<file path="src/rtl/blink_rtc.sv">
// blink_rtc: prescaled real-time clock with status, interrupt mask, alarm and
// coherent snapshot reads over an 8-bit I/O-port register interface.
//
// Ports:
//   mck      - master clock; all state changes on its rising edge
//   rin_n    - synchronous active-low reset (beats tres and the strobes)
//   tres     - synchronous timer restart; zeroes the counters only
//   wr_stb   - register write strobe (addr/cdi)
//   rd_stb   - register read strobe (addr); rdata valid after the next edge
//   addr     - I/O port address
//   cdi      - write data
//   rdata    - registered read data
//   rtc_int  - interrupt request, |(tsta & tmk)
//   tsta_o   - status bits {alarm, minute, second, tick}
//
// Register map:
//   write B4h : clear tsta bits where cdi[3:0]=1
//   write B5h : tmk <= cdi[3:0]          read B5h : {4'b0, tsta}
//   write D5h..D7h : alarm bytes 0..2    read D0h : tim0, captures snapshot
//                                        read D1h : snap1, D2h..D4h : snapm bytes
module blink_rtc #(
  parameter int unsigned TICK_DIV = 49152,
  parameter int unsigned TIM0_MOD = 200,
  parameter int unsigned TIM1_MOD = 60,
  parameter int unsigned MIN_W    = 21
) (
  input  logic       mck,
  input  logic       rin_n,
  input  logic       tres,
  input  logic       wr_stb,
  input  logic       rd_stb,
  input  logic [7:0] addr,
  input  logic [7:0] cdi,
  output logic [7:0] rdata,
  output logic       rtc_int,
  output logic [3:0] tsta_o
);

  localparam int unsigned TckW = (TICK_DIV > 2) ? $clog2(TICK_DIV) : 1;

  localparam logic [TckW-1:0] TckLast  = TckW'(TICK_DIV - 1);
  localparam logic [7:0]      Tim0Last = 8'(TIM0_MOD - 1);
  localparam logic [7:0]      Tim1Last = 8'(TIM1_MOD - 1);

  localparam logic [7:0] AddrClr   = 8'hB4;
  localparam logic [7:0] AddrMsk   = 8'hB5;
  localparam logic [7:0] AddrTim0  = 8'hD0;
  localparam logic [7:0] AddrSnap1 = 8'hD1;
  localparam logic [7:0] AddrSnm0  = 8'hD2;
  localparam logic [7:0] AddrSnm1  = 8'hD3;
  localparam logic [7:0] AddrSnm2  = 8'hD4;
  localparam logic [7:0] AddrAlm0  = 8'hD5;
  localparam logic [7:0] AddrAlm1  = 8'hD6;
  localparam logic [7:0] AddrAlm2  = 8'hD7;

  // State
  logic [TckW-1:0]  tck_q, tck_d;
  logic [7:0]       tim0_q, tim0_d;
  logic [7:0]       tim1_q, tim1_d;
  logic [MIN_W-1:0] timm_q, timm_d;
  logic [3:0]       tsta_q, tsta_d;
  logic [3:0]       tmk_q, tmk_d;
  logic [23:0]      alarm_q, alarm_d;
  logic [7:0]       snap1_q, snap1_d;
  logic [MIN_W-1:0] snapm_q, snapm_d;
  logic [7:0]       rdata_q, rdata_d;

  // Events
  logic             tick;
  logic             sec_carry;
  logic             min_carry;
  logic             alarm_hit;
  logic [MIN_W-1:0] timm_inc;
  logic [3:0]       tsta_set;
  logic [3:0]       tsta_clr;
  logic [23:0]      snapm_ext;

  // Alarm bits at or above MIN_W are kept for software but never compared.
  logic unused_alarm;
  assign unused_alarm = ^alarm_q;

  // tres suppresses the tick, and with it every downstream carry.
  assign tick      = (tck_q == TckLast) && !tres;
  assign sec_carry = tick && (tim0_q == Tim0Last);
  assign min_carry = sec_carry && (tim1_q == Tim1Last);
  assign timm_inc  = timm_q + MIN_W'(1);
  assign alarm_hit = min_carry && (timm_inc == alarm_q[MIN_W-1:0]);

  assign tsta_set  = {alarm_hit, min_carry, sec_carry, tick};
  assign tsta_clr  = (wr_stb && (addr == AddrClr)) ? cdi[3:0] : 4'b0000;
  assign snapm_ext = 24'(snapm_q);

  // Counter chain
  always_comb begin
    tck_d  = tck_q;
    tim0_d = tim0_q;
    tim1_d = tim1_q;
    timm_d = timm_q;
    if (tres) begin
      tck_d  = '0;
      tim0_d = '0;
      tim1_d = '0;
      timm_d = '0;
    end else begin
      tck_d = tick ? '0 : tck_q + TckW'(1);
      if (tick) begin
        tim0_d = sec_carry ? 8'd0 : tim0_q + 8'd1;
      end
      if (sec_carry) begin
        tim1_d = min_carry ? 8'd0 : tim1_q + 8'd1;
      end
      if (min_carry) begin
        timm_d = timm_inc;
      end
    end
  end

  // Status, mask, alarm and snapshot registers
  always_comb begin
    // Set wins over a clear hitting the same bit on the same edge.
    tsta_d  = (tsta_q & ~tsta_clr) | tsta_set;
    tmk_d   = tmk_q;
    alarm_d = alarm_q;
    snap1_d = snap1_q;
    snapm_d = snapm_q;
    if (wr_stb) begin
      case (addr)
        AddrMsk:  tmk_d          = cdi[3:0];
        AddrAlm0: alarm_d[7:0]   = cdi;
        AddrAlm1: alarm_d[15:8]  = cdi;
        AddrAlm2: alarm_d[23:16] = cdi;
        default:  ;
      endcase
    end
    if (rd_stb && (addr == AddrTim0)) begin
      snap1_d = tim1_q;
      snapm_d = timm_q;
    end
  end

  // Read mux works from current register values, so a simultaneous write is
  // not visible until the following read.
  always_comb begin
    rdata_d = rdata_q;
    if (rd_stb) begin
      case (addr)
        AddrMsk:   rdata_d = {4'b0000, tsta_q};
        AddrTim0:  rdata_d = tim0_q;
        AddrSnap1: rdata_d = snap1_q;
        AddrSnm0:  rdata_d = snapm_ext[7:0];
        AddrSnm1:  rdata_d = snapm_ext[15:8];
        AddrSnm2:  rdata_d = snapm_ext[23:16];
        default:   ;
      endcase
    end
  end

  always_ff @(posedge mck) begin
    if (!rin_n) begin
      tck_q   <= '0;
      tim0_q  <= '0;
      tim1_q  <= '0;
      timm_q  <= '0;
      tsta_q  <= '0;
      tmk_q   <= '0;
      alarm_q <= '0;
      snap1_q <= '0;
      snapm_q <= '0;
      rdata_q <= '0;
    end else begin
      tck_q   <= tck_d;
      tim0_q  <= tim0_d;
      tim1_q  <= tim1_d;
      timm_q  <= timm_d;
      tsta_q  <= tsta_d;
      tmk_q   <= tmk_d;
      alarm_q <= alarm_d;
      snap1_q <= snap1_d;
      snapm_q <= snapm_d;
      rdata_q <= rdata_d;
    end
  end

  assign rdata   = rdata_q;
  assign tsta_o  = tsta_q;
  assign rtc_int = |(tsta_q & tmk_q);

endmodule

</file>
<file path="config.mk">
export PLATFORM = sky130hd
export DESIGN_NAME = blink_rtc
export DESIGN_NICKNAME = d
export VERILOG_FILES = /design/src/rtl/blink_rtc.sv
export SDC_FILE = /design/constraint.sdc
export NUM_CORES = 1
export LEC_CHECK = 0
export BUFFER_PORTS_ARGS = -buffer_cell sky130_fd_sc_hd__buf_2
export CAP_MARGIN = 5
export CORE_ASPECT_RATIO = 1.1
export CORE_MARGIN = 5
export CORE_UTILIZATION = 40
export CTS_CLUSTER_DIAMETER = 120
export DETAILED_ROUTE_END_ITERATION = 8
export PLACE_DENSITY = 0.54
export SLEW_MARGIN = 20
export SYNTH_ARGS = -nofsm -noshare
export SYNTH_HDL_FRONTEND = slang
export SYNTH_SLANG_ARGS = --single-unit
</file>
<file path="constraint.sdc">
create_clock -name mck -period 4.1 [get_ports mck]
set_input_delay 0.205 -clock mck [delete_from_list [all_inputs] [get_ports mck]]
set_output_delay 0.205 -clock mck [all_outputs]
set_load 0.02 [all_outputs]
</file>
==> impl_metrics.csv, run 1 <==
group,metric,value,unit
power_and_ir_drop,p_comb_share,2.6,%
floorplanning,design.core.area,14500,sq um
cts,cts_tree,"yes",
finish,final_nets,731,
yosys,ys_top_cells_by_area,"dfxtp_1 40%, nand2_1 6.0%, xnor2_1 5.8%, mux2i_1 4.9%, xor2_1 4.6%",
cts,clk_pin_slew,50,ps
finish,drive_above_1_share,11.84,%
global_routing,grtUsageTotal,17.48,%
sta,final.setup.worst_slack,1585,ps
sta,hold_violations,0,
worst_setup_path,max_stage_delay,610,ps
cts,clockRootBuffer,"clkbuf_16",
yosys,syn-num-nets,716,
cts,clockBufferDepth,2,
sta,rsz0062_at_grt,"no",
worst_setup_path,path_cells,"ha_1 -> nand4b_1 -> nor4b_4 -> and4_1 -> nand2_1 -> o21a_1 -> o21a_1",
cts,clkSinkCount,119,
worst_setup_path,crit_required,4410,ps
detailed_routing,drtPass1Iterations,4,
worst_setup_path,critical_path_class,"flop to flop",
power_and_ir_drop,ir_drop,281.8,uV
cts,htree_levels,4,
worst_setup_path,path_buf_inv,0,
power_and_ir_drop,p_leak,2.257,nW
hold_path,hold_path.class,"input pin to flop",
floorplanning,io_pins,34,
cts,post_cts_resized,0,
sta,tightest_slew,1060,ps
sta,finalCritPeriodShare,61.35,%
floorplanning,start_util,40.82,%
global_routing,grt_pass1_wl,23.98,mm
finish,diodes,0,
yosys,ys_seq_elements,119,
worst_setup_path,cpMaxStageDelayCell,"and4_1",
yosys,synth-main-ff-cell,"dfxtp_1",
sta,setup_viol,0,
yosys,synth_common_cells,"119 x dfxtp_1, 94 x nand2_1, 70 x nor2_1, 39 x xnor2_1, 38 x nor2b_1",
place,place.gp.congestion,0.8437,
power_and_ir_drop,p_int,2.154,mW
place,dp_hpwl,10.71,mm
yosys,synth_top_cell_area_share,40.24,%
global_routing,grt_pass1_vias,4630,
cts,post-cts-setup-buffers,0,
detailed_routing,vias_per_cell,5.248,
yosys,synthArstFlopShare,0,%
yosys,yosysWarnings,0,
floorplanning,die_area,17340,sq um
detailed_routing,drt_iter0_markers,319,
global_routing,antenna_found_initial,0,
worst_setup_path,crit_family,"simple AND/OR/NAND/NOR gates",
detailed_routing,via_count,4776,
cts,clock_latency,420,ps
sta,finalClockSkew,5.289,ps
sta,holdWs,73.80,ps
cts,cts_buffers,17,
detailed_routing,wl,14.70,mm
detailed_routing,wl_per_cell,16.15,um
sta,slew_viol_final,0,
power_and_ir_drop,p_clk_share,54.7,%
place,dpl_worst_slack,1592,ps
finish,stdcell_count,910,
detailed_routing,detail-route-antenna-nets,0,
floorplanning,die-height,137.6,um
sta,clock.fmax,397.6,MHz
global_routing,grt_max_degree,69,
power_and_ir_drop,power_density,401.4,nW/um^2
finish,area_growth,14.43,%
place,placed_cells,878,
power_and_ir_drop,switching_power,0.5655,mW
worst_setup_path,cp_max_fo,14,
yosys,yosysMostFrequentCell,"dfxtp_1",
run_status,status,"completed",
sta,period_minus_slack,2515,ps
yosys,syn-cell-area,5921,sq um
cts,postCtsHoldBufs,0,
floorplanning,rows,46,
worst_setup_path,end_kind,"flop",
worst_setup_path,critPathLaunchType,"flop",
worst_setup_path,arrival,2820,ps
yosys,ys_types,55,
sta,finalSetupTns,0,ps
power_and_ir_drop,p_sw_share,20.79,%
yosys,synth_largest_area_cell,"dfxtp_1",
yosys,yosysSeqAreaShare,40.24,%
yosys,avgSynthCellArea,8.581,sq um
place,io_buffers,33,
detailed_routing,drc,0,
power_and_ir_drop,p_total,2.720,mW
floorplanning,fp.dieW,126,um
yosys,synth_edf_count,0,
run,max_cap_viol_count,0,
yosys,synthCells,690,
power_and_ir_drop,seqPwrFrac,42.6,%
global_routing,gr-total-overflow,0,
sta,timing.slew.headroom,29.31,%
worst_setup_path,crit_path_frequent_cell,"o21a_1",
-- stage by stage --
step | instance area, sq um | utilization, %
5_1_grt | 6775 | 46.71
2_1_floorplan | 5921 | -
6_report | 6775 | 46.71
3_3_place_gp | 6180 | 42.61
4_1_cts | 6775 | 46.71
3_5_place_dp | 6180 | 42.61
-- cells by family (layout without fill, tap and decap cells) --
kind of cell / Yosys count / in the layout / synth area share (%)
AND/OR/NAND/NOR: 325 / 325 / 28.23
flip-flops: 119 / 119 / 40.24
AO/OA/AOI/OAI: 95 / 95 / 10.95
XOR/XNOR: 70 / 70 / 10.36
buffers and inverters: 44 / 72 / 3.128
multiplexers: 32 / 32 / 6.044
adder cells (fa/ha/maj): 5 / 5 / 1.057
-- routing by layer --
| metal | routed length, um | vias up | track usage [%] |
|---|---|---|---|
| li1 | - | 2405 | - |
| met1 | 6808 | 2266 | 21.75 |
| met2 | 7010 | 80 | 29.36 |
| met3 | 539 | 25 | 4.149 |
| met4 | 340 | 0 | 6.913 |
| met5 | 0 | - | 0 |
-- power by group through the flow --
stage | sequential [mW] | clock (mW) | combinational, mW
global route | 1.16 | 1.57 | 0.0775
finish | 1.16 | 1.49 | 0.0713
floorplan | 1.18 | 0 | 0.0454
global placement | 1.18 | 0 | 0.0709
CTS | 1.16 | 1.52 | 0.0719
detailed placement | 1.18 | 0 | 0.0718
-- layout by cell type, fill, tap and decap left out, types with 2 or more instances in the layout --
| master | n |
|---|---|
| nand3_2 | 2 |
| clkbuf_8 | 5 |
| buf_2 | 33 |
| a21boi_0 | 34 |
| and3b_1 | 2 |
| inv_1 | 5 |
| xnor2_1 | 39 |
| dfxtp_1 | 119 |
| and4_1 | 4 |
| or2_2 | 4 |
| a22oi_1 | 9 |
| mux4_2 | 3 |
| or3_1 | 9 |
| o21a_1 | 7 |
| and3_1 | 8 |
| nor2_1 | 70 |
| ha_1 | 5 |
| a31oi_1 | 2 |
| xor2_1 | 31 |
| mux2i_1 | 29 |
| nand2b_1 | 6 |
| nand2_1 | 94 |
| nor3_1 | 14 |
| nand3_1 | 23 |
| nor3_2 | 4 |
| clkbuf_1 | 2 |
| and2_1 | 4 |
| nor3b_1 | 2 |
| a21oi_1 | 20 |
| clkinv_2 | 5 |
| a211oi_1 | 4 |
| buf_4 | 2 |
| o21ai_0 | 9 |
| nor4_1 | 4 |
| bufinv_16 | 2 |
| nand4_1 | 25 |
| nor2b_1 | 38 |
| o22ai_1 | 2 |
| o211ai_1 | 2 |
| clkbuf_16 | 17 |
-- area by class of cell --
class / count / area, sq um
Clock inverter: 8 / 93.84
Fill cell: 1460 / 7729
Timing Repair Buffer: 35 / 180.2
Clock buffer: 24 / 501.7
Multi-Input combinational cell: 527 / 3358
Sequential cell: 119 / 2382
Inverter: 5 / 18.77
Tap cell: 192 / 240.2
-- worst register-to-register path, delay by kind of cell, from the launching register on --
family | cells | cell delay, ps
AO/OA/AOI/OAI | 2 | 410
AND/OR/NAND/NOR | 4 | 1390
flip-flops | 1 | 380
adder cells (fa/ha/maj) | 1 | 240
-- sequential cells by signal (all words and copies together) (netlist names) --
signal   count
tck_q       16
tim1_q       8
alarm_q     21
tmk_q        4
snapm_q     21
rdata        8
tsta_o       4
snap1_q      8
timm_q      21
tim0_q       8
-- final timing paths --
| path | startpoint | endpoint | slack (ps) | depth (start not counted) |
|---|---|---|---|---|
| min | cdi[7] | alarm_q[15]$_SDFFE_PN0P_ | 70 | 3 |
| max reg2reg | tim0_q[0]$_SDFFE_PP0P_ | timm_q[11]$_SDFFE_PP0N_ | 1580 | 7 |
| max | tim0_q[0]$_SDFFE_PP0P_ | timm_q[11]$_SDFFE_PP0N_ | 1580 | 7 |
| min reg2reg | rdata[2]$_SDFFE_PN0P_ | rdata[2]$_SDFFE_PN0P_ | 460 | 2 |
No activity file was read; power rests on OpenSTA's default activity.
==> run 2: changes to the inputs <==
--- a/config.mk
+++ b/config.mk
@@ -5,6 +5,7 @@
 export SDC_FILE = /design/constraint.sdc
 export NUM_CORES = 1
 export LEC_CHECK = 0
+export ABC_AREA = 1
 export BUFFER_PORTS_ARGS = -buffer_cell sky130_fd_sc_hd__buf_2
 export CAP_MARGIN = 5
 export CORE_ASPECT_RATIO = 1.1
==> constraint.sdc (replaced) <==
create_clock -name mck -period 2.4 [get_ports mck]
set_input_delay 0.12 -clock mck [delete_from_list [all_inputs] [get_ports mck]]
set_output_delay 0.12 -clock mck [all_outputs]
set_load 0.02 [all_outputs]
==> impl_metrics.csv, run 2 <==
group,metric,value,unit
yosys,synth_top_cell_area_share,39.20,%
worst_setup_path,r2r_cells,11,
sta,finalClockSkew,10.63,ps
finish,seqCellArea,2382,sq um
yosys,syn-cell-area,6077,sq um
worst_setup_path,critPathLaunchType,"flop",
cts,cts_tree,"yes",
global_routing,antenna_found_initial,0,
yosys,ys_seq_elements,119,
worst_setup_path,r2r-end,"timm_q[15]$_SDFFE_PP0N_",
hold_path,hold_path.class,"input pin to flop",
worst_setup_path,end_kind,"flop",
run,max_cap_viol_count,0,
detailed_routing,via_count,5668,
finish,layout.cells.most_common_list,"180 x nand2_1, 119 x dfxtp_1, 116 x inv_1",
place,dp_hpwl,12.87,mm
yosys,synth_common_cells,"180 x nand2_1, 119 x dfxtp_1, 116 x inv_1, 89 x o21ai_0, 84 x a21oi_1",
global_routing,grt_pass1_vias,5248,
worst_setup_path,path_cells,"ha_1 -> nand2_1 -> inv_2 -> nand2_2 -> nor2_4 -> nand2_4 -> nor2_8 -> nand3_2 -> buf_4 -> o21ai_0 -> a21oi_1",
sta,clock.fmax,491.1,MHz
yosys,synthCells,871,
yosys,synthArstFlopShare,0,%
yosys,yosysMostFrequentCell,"nand2_1",
global_routing,grt_max_degree,59,
detailed_routing,vias_per_cell,5.038,
finish,area_growth,17.44,%
finish,multi_input_area,3129,sq um
yosys,ys_top_cells_by_area,"dfxtp_1 39%, nand2_1 11%, o21ai_0 7.3%, inv_1 7.2%, a21oi_1 6.9%",
cts,clock_latency,420,ps
detailed_routing,drtPass1Iterations,5,
sta,rsz0062_at_grt,"no",
worst_setup_path,max_stage_delay,350,ps
worst_setup_path,crit_family,"simple AND/OR/NAND/NOR gates",
detailed_routing,wl_per_cell,15.17,um
worst_setup_path,critical_path_class,"flop to flop",
cts,cts_buffers,17,
floorplanning,die_area,17760,sq um
run_status,status,"completed",
cts,htree_levels,4,
yosys,yosysSeqAreaShare,39.20,%
sta,tightest_slew,655.7,ps
cts,clkSinkCount,119,
yosys,synth-main-ff-cell,"dfxtp_1",
cts,clk_pin_slew,60,ps
yosys,syn-num-nets,897,
power_and_ir_drop,ir_drop,480.9,uV
finish,final_nets,942,
floorplanning,design.core.area,15000,sq um
hold_path,min_to,"alarm_q[7]$_SDFFE_PN0P_",
sta,finalCritPeriodShare,84.84,%
sta,hold_violations,0,
power_and_ir_drop,p_leak,2.858,nW
detailed_routing,drt_iter0_markers,496,
global_routing,grt_pass1_wl,27.43,mm
finish,top_regs,"alarm_q x21, snapm_q x21, timm_q x21",
place,io_buffers,33,
worst_setup_path,cp-startpoint,"tck_q[0]$_SDFF_PP0_",
power_and_ir_drop,power_density,665.9,nW/um^2
floorplanning,start_util,40.53,%
worst_setup_path,r2r_setup_slack,360,ps
cts,clockRootBuffer,"clkbuf_16",
hold_path,hold_depth,3,
hold_path,hp-start,"cdi[7]",
sta,slew_viol_final,0,
worst_setup_path,arrival,2350,ps
worst_setup_path,r2r-start,"tck_q[0]$_SDFF_PP0_",
detailed_routing,drc,0,
finish,fillerInstances,1580,
yosys,avgSynthCellArea,6.977,sq um
cts,post-cts-setup-buffers,0,
finish,diodes,0,
detailed_routing,wl,17.07,mm
worst_setup_path,path_buf_inv,2,
finish,final_common_cell,"nand2_1",
worst_setup_path,cp_max_fo,16,
yosys,synth_largest_area_cell,"dfxtp_1",
sta,period_minus_slack,2036,ps
yosys,ys_types,44,
worst_setup_path,crit_required,2710,ps
sta,finalSetupTns,0,ps
worst_setup_path,cpMaxStageDelayCell,"dfxtp_1",
power_and_ir_drop,p_total,4.753,mW
yosys,synth_edf_count,0,
global_routing,gr-total-overflow,0,
floorplanning,fp.dieW,127.5,um
place,place.gp.congestion,0.8472,
floorplanning,rows,47,
sta,holdWs,11.23,ps
cts,clockBufferDepth,2,
floorplanning,io_pins,34,
detailed_routing,detail-route-antenna-nets,0,
global_routing,grtUsageTotal,19.64,%
finish,drive_above_1_share,13.02,%
yosys,yosysWarnings,0,
sta,setup_viol,0,
sta,timing.slew.headroom,55.81,%
floorplanning,die-height,139.3,um
==> run 2: cell type report <==
type,instances,share of cell area [%]
Multi-Input combinational cell,605,43.85
Tap cell,196,3.436
Timing Repair Buffer,48,4.137
Inverter,125,6.609
Clock inverter,14,2.437
Sequential cell,119,33.38
Clock buffer,18,6.154
==> run 2: through the flow <==
stage	setup slack, ps	area [sq um]	std cells	utilization (%)
floorplan	657.5	6077	871	-
global placement	418.2	6504	1091	43.37
detailed placement	374.2	6504	1091	43.37
CTS	356.9	7137	1125	47.59
global route	141.0	7137	1125	47.59
finish	363.8	7137	1125	47.59
==> run 2: repair_timing <==
item / in CTS / in global routing
hold buffers: 2 / 0
resized for setup: 0 / 0
hold endpoints to repair: 5 / 0
==> run 2: how the worst max path moves through the flow <==
stage	endpoint	slack [ps]	depth (start not counted)
after global placement	timm_q[15]$_SDFFE_PP0N_	420	11
after detailed placement	timm_q[15]$_SDFFE_PP0N_	370	11
after CTS	timm_q[14]$_SDFFE_PP0N_	360	11
final	timm_q[15]$_SDFFE_PP0N_	360	11
after global routing	tsta_o[3]$_SDFF_PN0_	140	13
after floorplan	tim1_q[4]$_SDFFE_PP0N_	660	14
==> run 2: cells by family after synthesis <==
| family | synth area share [%] |
|---|---|
| compound gates | 18.14 |
| fa+ha+maj | 1.029 |
| flops | 39.20 |
| simple gates | 29.79 |
| xor+xnor | 2.532 |
| buf+inv | 9.306 |
==> run 2: layer usage <==
layer,GRT usage (%),wire length (um),vias up
met2,31.52,7934,100
met4,7.002,387,0
li1,-,-,2968
met1,25.73,8073,2576
met3,4.676,674,24
met5,0,0,-
==> run 2: worst reg2reg max path, cell delays in order, from the launching register on <==
cell,delay [ps]
dfxtp_1,350
ha_1,170
nand2_1,80
inv_2,70
nand2_2,70
nor2_4,160
nand2_4,90
nor2_8,150
nand3_2,270
buf_4,310
o21ai_0,160
a21oi_1,50
==> run 2: where the power goes <==
part | leakage [nW] | internal [mW] | switching (mW) | total, mW
clock network | 0.289 | 1.66 | 0.983 | 2.65
logic | 1.61 | 0.0355 | 0.0867 | 0.122
registers | 0.958 | 1.98 | 0.00245 | 1.98
total | 2.86 | 3.68 | 1.07 | 4.75
